`src/rtl/fetch_pkg.sv`:
```
// ==========================================================================
// fetch_pkg : shared constants and types for the instruction fetch stage
// Revision  : 1.0
// ==========================================================================
`default_nettype none

package fetch_pkg;

   localparam int          INSTR_W = 32;
   localparam int          JIDX_W  = 26;
   localparam logic [31:0] NOP     = 32'h0000_0000;
   localparam logic [31:0] PC_INC  = 32'd4;

   typedef enum logic [1:0] {
      SRC_SEQ    = 2'd0,
      SRC_HOLD   = 2'd1,
      SRC_BRANCH = 2'd2,
      SRC_JUMP   = 2'd3
   } pc_src_e;

   // Redirects win over stall so that a taken control transfer is never lost.
   function automatic pc_src_e select_src(input logic jump, input logic branch_taken,
                                          input logic stall);
      if (jump)              return SRC_JUMP;
      else if (branch_taken) return SRC_BRANCH;
      else if (stall)        return SRC_HOLD;
      else                   return SRC_SEQ;
   endfunction

endpackage

`default_nettype wire

```
`src/rtl/fetch_unit_if_id_reg.sv`:
```
// ==========================================================================
// if_id_reg : IF/ID pipeline register with stall hold and flush-to-bubble
// Revision  : 1.0
// ==========================================================================
`default_nettype none

module if_id_reg
   import fetch_pkg::*;
(
   input  logic               clk,
   input  logic               rst_n,
   input  logic               stall,
   input  logic               flush,
   input  logic [INSTR_W-1:0] instr_in,
   input  logic [31:0]        pc4_in,
   output logic [INSTR_W-1:0] instr,
   output logic [31:0]        pc4,
   output logic               valid
);

   // Flush dominates stall: a squashed slot must never be held as live.
   always_ff @(posedge clk or negedge rst_n) begin
      if (!rst_n) begin
         instr <= NOP;
         pc4   <= 32'h0;
         valid <= 1'b0;
      end else if (flush) begin
         instr <= NOP;
         pc4   <= 32'h0;
         valid <= 1'b0;
      end else if (!stall) begin
         instr <= instr_in;
         pc4   <= pc4_in;
         valid <= 1'b1;
      end
   end

endmodule

`default_nettype wire

```
`src/rtl/fetch_unit.sv`:
```
// ==========================================================================
// fetch_unit : PC sequencing (jump/branch/stall) feeding the IF/ID register
//              Optional misaligned-branch check: define FETCH_ALIGN_CHECK_EN
// Revision   : 1.0
// ==========================================================================
`default_nettype none

module fetch_unit
   import fetch_pkg::*;
#(
   parameter logic [31:0] RESET_PC = 32'h0000_0000,
   parameter int          IMEM_AW  = 7
)(
   input  logic               clk,
   input  logic               rst_n,
   input  logic               stall,
   input  logic               flush,
   input  logic               jump,
   input  logic [JIDX_W-1:0]  jump_index,
   input  logic               branch_taken,
   input  logic [31:0]        branch_target,
   output logic [IMEM_AW-1:0] imem_addr,
   input  logic [INSTR_W-1:0] imem_instr,
   output logic [31:0]        pc,
   output logic [INSTR_W-1:0] ifid_instr,
   output logic [31:0]        ifid_pc4,
   output logic               ifid_valid,
   output logic               misalign_err
);

   logic [31:0] pc4;
   logic [31:0] br_tgt;
   logic [31:0] next_pc;
   pc_src_e     src;

   assign pc4       = pc + PC_INC;
   assign imem_addr = pc[IMEM_AW-1:0];
   assign src       = select_src(jump, branch_taken, stall);

`ifdef FETCH_ALIGN_CHECK_EN
   logic misalign_hit;

   assign br_tgt       = {branch_target[31:2], 2'b00};
   assign misalign_hit = (src == SRC_BRANCH) && (branch_target[1:0] != 2'b00);

   always_ff @(posedge clk or negedge rst_n) begin
      if (!rst_n)            misalign_err <= 1'b0;
      else if (misalign_hit) misalign_err <= 1'b1;
   end
`else
   assign br_tgt       = branch_target;
   assign misalign_err = 1'b0;
`endif

   always_comb begin
      next_pc = pc4;
      unique case (src)
         SRC_JUMP:   next_pc = {pc4[31:28], jump_index, 2'b00};
         SRC_BRANCH: next_pc = br_tgt;
         SRC_HOLD:   next_pc = pc;
         SRC_SEQ:    next_pc = pc4;
         default:    next_pc = pc4;
      endcase
   end

   always_ff @(posedge clk or negedge rst_n) begin
      if (!rst_n) pc <= RESET_PC;
      else        pc <= next_pc;
   end

   if_id_reg u_if_id (
      .clk      (clk),
      .rst_n    (rst_n),
      .stall    (stall),
      .flush    (flush),
      .instr_in (imem_instr),
      .pc4_in   (pc4),
      .instr    (ifid_instr),
      .pc4      (ifid_pc4),
      .valid    (ifid_valid)
   );

endmodule

`default_nettype wire

```
`config.mk`:
```
export PLATFORM = sky130hd
export DESIGN_NAME = fetch_unit
export DESIGN_NICKNAME = d
export VERILOG_FILES = /design/src/rtl/fetch_pkg.sv /design/src/rtl/fetch_unit_if_id_reg.sv /design/src/rtl/fetch_unit.sv
export SDC_FILE = /design/constraint.sdc
export NUM_CORES = 1
export LEC_CHECK = 0
export ABC_AREA = 1
export BUFFER_PORTS_ARGS = -buffer_cell sky130_fd_sc_hd__buf_2
export CORE_MARGIN = 4
export CORE_UTILIZATION = 45
export DETAILED_ROUTE_END_ITERATION = 8
export PLACE_DENSITY = 0.75
export SYNTH_ARGS = -nofsm -noshare
export SYNTH_HDL_FRONTEND = slang
export SYNTH_HIERARCHICAL = 1
export SYNTH_SLANG_ARGS = --single-unit
```
`constraint.sdc`:
```
create_clock -name clk -period 1.45 [get_ports clk]
set_input_delay 0.145 -clock clk [delete_from_list [all_inputs] [get_ports clk]]
set_output_delay 0.145 -clock clk [all_outputs]
set_load 0.1 [all_outputs]
```
Yosys cells after proc, flatten, opt, wreduce, memory -nomap -nowiden
Index checks and enable logic that the tools add are counted.

$add $sub $neg: 1. Reductions and logical operators: 1. Mux-type cells: 10. Eq/ne operators: 4.

Operators by type and width (count): $mux 32 (4); $pmux 32 s3 (1); $add 32x3->32 const B (1); $eq 2x2->1 const B (2); $mux 2 (2); $mux 1 (3); $eq 2x1->1 const B (1); $logic_not 2->1 (1); $ne 2x1->1 const B (1).

Bits in registers: 97. Output and inout port bits: 105. Word-level logic and storage cells: 20. Bits of input ports: 96.

Longest topological paths before layout
Gate-level depths: netlist of the first run.

Depth after elaboration: 5. Depth in mapped cells: 10. Mapped depth without buffers: 10.

By module
Netlist of the first run, hierarchy kept.

By module, submodules not included: fetch_unit (times used 1, cells an instance 435, area each 2692.6 um^2); if_id_reg (times used 1, cells an instance 280, area each 2618.8 um^2).

Worst setup path after synthesis of the first run
OpenSTA, ideal clock, no wires.

Path kind: flip-flop to flip-flop. Start point: reg pc[3]. End point: reg u_if_id.pc4[22]. Setup slack: -884 ps. Library setup time: 121 ps. Stages on the path, launching flop included: 10. Path buffers: 0. Clock period less this slack: 2334 ps. Arrival: 2213 ps. Cell sequence: dfrtp_1 > ha_1 > nand3_2 > nor2_4 > nand3_2 > nor2_1 > nand2_1 > and2_1 > nand2_1 > nand2_1.

Cells in the longest elaborated chain, start to end: 3.

Ends and longest elaborated chain: start: declaration (line fetch_unit.sv:24) `output logic [31:0] pc,`; start signal: assignment (line fetch_unit.sv:68) `else pc <= next_pc;`; $add 32x3->32 (line fetch_unit.sv:36) `assign pc4 = pc + PC_INC;`; net pc4[22] (line fetch_unit.sv:31) `logic [31:0] pc4;`; $mux 32 (line fetch_unit_if_id_reg.sv:31) `end else if (!stall) begin`; $mux 32 (line fetch_unit_if_id_reg.sv:27) `end else if (flush) begin`; end signal: assignment (line fetch_unit_if_id_reg.sv:33) `pc4 <= pc4_in;`; end: declaration (line fetch_unit_if_id_reg.sv:17) `output logic [31:0] pc4,`.

The timed path passes the listed nets, and every way through them passes these cells. The select of a mux whose other input is x is not followed. A chain may end at the register's enable or synchronous reset.

Worst setup path after layout of the first run
Start point: reg pc[3]. End point: reg pc[20].

Cells in the longest elaborated chain, start to end: 2.

Ends and longest elaborated chain: $add 32x3->32 (line fetch_unit.sv:36); net pc4[20] (line fetch_unit.sv:31); $pmux 32 s3 (line fetch_unit.sv:57) `unique case (src)`.

The timed path passes the listed nets, and every way through them passes these cells.

==> results of run 1 <==
==> how the worst min path moves through the flow <==
stage                              from           endpoint  cells after the start
after floorplan                   rst_n              pc[0]                      0
after global placement            rst_n  u_if_id/instr[29]                      1
after detailed placement          rst_n     u_if_id/pc4[0]                      1
after CTS                 imem_instr[7]   u_if_id/instr[7]                      3
after global routing      imem_instr[6]   u_if_id/instr[6]                      3
final                     imem_instr[2]   u_if_id/instr[2]                      3
==> final cells by class <==
cell class,instances,area share [%]
multi-input combinational,531,35.9
tap,143,2.32
sequential,97,32.8
inverter,45,2.19
timing repair buffer,264,22.6
clock buffer,11,3.15
clock inverter,5,1.02
==> critical path, stage by stage (launching register included) <==
cell,delay (ns)
dfrtp_4,0.43
ha_4,0.16
nand3_4,0.09
nor2_4,0.21
nand2_2,0.13
o21ai_1,0.17
nand2_1,0.12
a21oi_2,0.14
nor2_1,0.05
==> sequential cells by signal, indices dropped and copies added (netlist names) <==
| signal | cells |
|---|---|
| pc | 32 |
| u_if_id/instr | 32 |
| u_if_id/pc4 | 32 |
| u_if_id/valid | 1 |
==> logic make-up after synthesis <==
logic type / after synthesis / share of synthesized area (%)
simple gates: 454 / 36.4
flops: 97 / 45.7
buf+inv: 87 / 8.53
compound gates: 62 / 6.45
xor+xnor: 13 / 2.57
fa+ha+maj: 1 / 0.236
other cells: 1 / 0.0706
==> where the power goes <==
part | switching (mW) | internal, mW | total, mW | leakage, nW
registers | 0.234 | 3.00 | 3.23 | 1.22
clock network | 1.02 | 1.56 | 2.58 | 0.159
logic | 2.83 | 0.865 | 3.70 | 2.75
==> cell usage in the layout, fill, tap and decap left out, types with 3 or more instances in the layout <==
| cell type | netlist | layout |
|---|---|---|
| xor2_1 | 7 | 5 |
| nand2_4 | 0 | 7 |
| buf_2 | 17 | 178 |
| o21bai_1 | 3 | 3 |
| xnor2_2 | 1 | 3 |
| clkbuf_16 | 0 | 9 |
| buf_12 | 0 | 14 |
| nor2_2 | 4 | 14 |
| dfrtp_1 | 97 | 68 |
| a31oi_1 | 5 | 5 |
| inv_2 | 3 | 5 |
| o21ai_0 | 9 | 9 |
| inv_1 | 42 | 40 |
| nor2_4 | 6 | 17 |
| nand3_4 | 0 | 3 |
| dlygate4sd3_1 | 0 | 9 |
| a32oi_1 | 3 | 3 |
| nor2_1 | 64 | 43 |
| nand2_1 | 276 | 251 |
| nand2_2 | 13 | 31 |
| a21oi_1 | 39 | 32 |
| nand3_2 | 3 | 4 |
| nand3_1 | 81 | 77 |
| dfrtp_4 | 0 | 28 |
| a21oi_2 | 0 | 7 |
| buf_4 | 11 | 59 |
| xor2_2 | 2 | 4 |
==> metal layers <==
| layer | track usage [%] | wire length, um | vias to the layer above |
|---|---|---|---|
| met3 | 4.82 | 1580 | 29 |
| met1 | 33.3 | 7450 | 2560 |
| met2 | 39.5 | 7870 | 266 |
| met4 | 5.58 | 323 | 0 |
| met5 | 0 | 0 | - |
| li1 | - | - | 2709 |
==> repair_timing <==
item                                   4_1_cts  5_1_grt
endpoints found under the hold margin       86        2
hold buffers                                 7        2
setup endpoints to repair                   42       55
pin swaps                                   19       29
resized for setup                           35       51
buffers inserted                             0        9
==> metrics.txt, run 1 <==
yosys warns=6; H-tree depth=3; FFs w/ async S/R, synth=100%; TritonCTS buffer count=9; layout cells sized above 1=about two fifths; total gr overflow=0; placed instance area=between 6000 and 7000 um2; gpl congestion=0.988; die area=approximately 14000 um2; Max-Slew Margin vs Limit=about two thirds; end point of the critical path=pc[20]; leakage power=between 4 and 5 nW; Layout area overhead=45.2%; critical path class=flip-flop to flip-flop; sum of negative setup slack=-3.01 ns; Post-route DRC=0; die width=117 um; Slew @ Worst Pin=around 0.52 ns; Via density=roughly 5.1; unrepaired setup endpoints after global routing=true; final hold slack=~0.0049 ns; Final Cell Area=about 7700 um2; worst path arrival time=~1.8 ns; final period utilization=111%; final setup fails=45; Worst EP required=roughly 1.7 ns; Yosys reg bits=97; CP Max Fanout=5; Vias=between 5000 and 6000; ant diodes=0; Top-Level Pins=201; Register Area=approximately 2500 um2; Worst Reg-to-Reg Cells=8; HP Class=input port to flip-flop; register area share after synthesis=between 40% and 50%; Max Slew Vio Count=0; Yosys cell types=32; status=finished with violations; peak supply drop=~0.83 mV; power per cell area=roughly 1200 nW/um2; Mean Syn Cell Area=between 7 and 8 um2; failing checks=setup timing; number of flops mapped to enable cells by yosys=0; Starting Density=between 40% and 50%; clock sink count=97; final hold vios=0; clk_lat worst skew=0.34 ns; Row Count=39; Routed Antenna Nets=0; Worst Setup SP=pc[3]; biggest area consumer among synthesized cells=dfrtp_1; DRT Pass-1 Iters=5; Max Cap Viol=0; root buf cell=clkbuf_16; overall power=about 9.5 mW; CTS max path bufs=2; fin cells=around 1100; Reg clk slew, reported paths=roughly 0.07 ns; IO buf count=between 150 and 200; drt total wl=roughly 17000 um; Syn Inst Count=between 700 and 800; Synthesized Nets=812; first-pass GRT wire length=25700 um; CTS tree=yes; flop2flop setup slack=-0.16 ns; Filler cells=between 900 and 1000; DIE HEIGHT=around 120 um; Layout Skew=0.00734 ns; Multi-input gate area=between 2000 and 3000 um2; top cells by count, synth=nand2_1, dfrtp_1, nand3_1; Crit. End Element=flip-flop; top-count cell post-synth=nand2_1; Initial DRC Count=roughly 510; Fmax=621 MHz; Worst Setup Start Kind=flip-flop; final core occ=approximately two thirds; initial antenna violation count=0; Main synth FF type=dfrtp_1; Reg-to-Reg Start=pc[3]; Synth top area share=around 46%; largest net degree at the start of global routing=between 60 and 70; vias in the first global route=around 5200; fin nets=~1000; drt wl/cell=between 15 and 20 um; min cycle time layout=1.61 ns; Post-Place Cells=between 1000 and 1500; PnR worst setup slack=-0.161 ns; Core Footprint=roughly 11000 um2; synth top area cells=dfrtp_1, nand2_1, nand3_1; worst slack, placed=-0.0829 ns; hpwl dp=12500 um; r2r endpoint=pc[20]; total track usage=about a quarter; Synth Cell Area=around 5300 um2
Note: power is estimated with default switching activity, not from simulation.
==> run 2: changes to the inputs <==
Settings changed: CORE_MARGIN 4 to 3.
==> metrics.txt, run 2 (synthesized netlist as in run 1, its figures left out) <==
initial antenna violation count=0; Layout area overhead=46.3%; clock sink count=97; root buf cell=clkbuf_16; total track usage=25.2%; Multi-input gate area=2850 um2; Filler cells=a little over 900; Starting Density=46.3%; fin nets=1049; Layout Skew=0.00604 ns; gpl congestion=0.997; first-pass GRT wire length=between 20000 and 30000 um; Worst Setup Start Kind=flip-flop; CTS max path bufs=2; Sequential Power Share=35.0%; H-tree depth=3; final setup fails=33; worst path arrival time=approximately 1.9 ns; most frequent cells in the layout=nand2_1, buf_2, nand3_1; TritonCTS buffer count=9; fin cells=~1100; die width=around 110 um; Core Footprint=about 11000 um2; Crit. End Element=flip-flop; critical path class=flip-flop to flip-flop; peak supply drop=0.866 mV; drt total wl=17300 um; unrepaired setup endpoints after global routing=true; leakage power=between 4 and 5 nW; Clk pwr share=24.1%; Top-Level Pins=201; Post-Place Cells=between 1000 and 1500; Slew @ Worst Pin=0.520 ns; layout cells sized above 1=~44%; IO buf count=just under 200; hpwl dp=about 12000 um; clk_lat worst skew=roughly 0.34 ns; Vias=approximately 5600; Fmax=around 630 MHz; final hold vios=0; Logic pwr share=between 40% and 50%; DRT Pass-1 Iters=5; Post-route DRC=0; failing checks=setup timing; CP Max Fanout=3; sum of negative setup slack=-2.00 ns; Max Cap Viol=0; Routed Antenna Nets=0; final hold slack=roughly 0.0086 ns; Reg clk slew, reported paths=~0.070 ns; commonest non-fill, non-tap cell in the layout=nand2_1; min cycle time layout=1.59 ns; DIE HEIGHT=between 100 and 150 um; Row Count=39; power per cell area=about 1200 nW/um2; PnR worst setup slack=-0.136 ns; Max-Slew Margin vs Limit=roughly 66%; Switching Fraction=between 40 and 50%; Worst EP required=approximately 1.7 ns; worst slack, placed=-0.0962 ns; CTS tree=yes; NetSw=around 4.1 mW; biggest regs=pc (32), u_if_id/instr (32), u_if_id/pc4 (32); Max Slew Vio Count=0; final core occ=a little under 70%; total gr overflow=0; final period utilization=109%; Register Area=roughly 2500 um2; drt wl/cell=15.8 um; die area=13100 um2; HP Class=input port to flip-flop; Via density=5.13; design internal power=around 5.2 mW; vias in the first global route=approximately 5200; largest net degree at the start of global routing=between 40 and 50; status=finished with violations; Initial DRC Count=just over 600; ant diodes=0
-- run 2: cell types whose count changed in the layout (fill, tap and decap cells not counted), sizes merged --
cell	before	now
dlygate4sd3	9	2
buf	253	261
clkinv	3	2
clkbuf	13	18
bufinv	2	0
-- run 2: what timing repair did --
item                       in CTS  in global routing
hold endpoints to repair       79                  0
resized for setup              32                 74
pin swaps                      14                 29
setup buffers                   0                 15
setup endpoints to repair      39                 53
hold buffers                    2                  0
-- run 2: critical path: stages (launching register included) --
cell and delay (ns):
dfrtp_4 0.44, ha_4 0.17, nand2_2 0.08, nor2_4 0.13
nand2_4 0.08, nor2_2 0.14, xor2_1 0.22, buf_4 0.15
nand2_1 0.06, nand2_1 0.06
-- run 2: final timing paths --
| check | start | endpoint | slack, ns | cells after the start |
|---|---|---|---|---|
| max | pc[2] | u_if_id/pc4[18] | -0.14 | 9 |
| min in group asynchronous | rst_n | u_if_id/pc4[2] | 0.22 | 2 |
| min reg2reg | u_if_id/instr[10] | u_if_id/instr[10] | 0.50 | 2 |
| min | imem_instr[29] | u_if_id/instr[29] | 0.009 | 3 |
| max in group asynchronous | rst_n | pc[27] | 0.66 | 3 |
| max reg2reg | pc[2] | u_if_id/pc4[18] | -0.14 | 9 |
-- run 2: final cells by class --
class                      count  area share (%)
sequential                    97            32.6
clock buffer                  13            3.35
inverter                      45            2.21
timing repair buffer         268            22.7
multi-input combinational    531            36.7
clock inverter                 2           0.177
tap                          143            2.30
-- run 2: power by group through the flow --
| stage | clock network, mW | registers (mW) | logic (mW) |
|---|---|---|---|
| 2_1_floorplan | 0 | 4.95 | 0.919 |
| 3_3_place_gp | 0 | 3.28 | 3.49 |
| 3_5_place_dp | 0 | 3.29 | 3.50 |
| 4_1_cts | 2.28 | 3.24 | 3.57 |
| 5_1_grt | 2.39 | 3.28 | 3.95 |
| 6_report | 2.23 | 3.24 | 3.78 |
-- run 2: metal layers --
layer | wire (um) | vias up | track usage [%]
li1 | - | 2714 | -
met1 | 7350 | 2597 | 35.1
met2 | 8150 | 298 | 40.6
met3 | 1460 | 30 | 4.33
met4 | 379 | 0 | 6.89
met5 | 0 | - | 0
-- run 2: stage by stage --
| step | power (mW) | instance area (um2) |
|---|---|---|
| final | 9.26 | 7770 |
| after global routing | 9.61 | 7770 |
| after CTS | 9.09 | 7370 |
| after detailed placement | 6.79 | 6950 |
| after global placement | 6.77 | 6950 |
| after floorplan | 5.87 | 5520 |
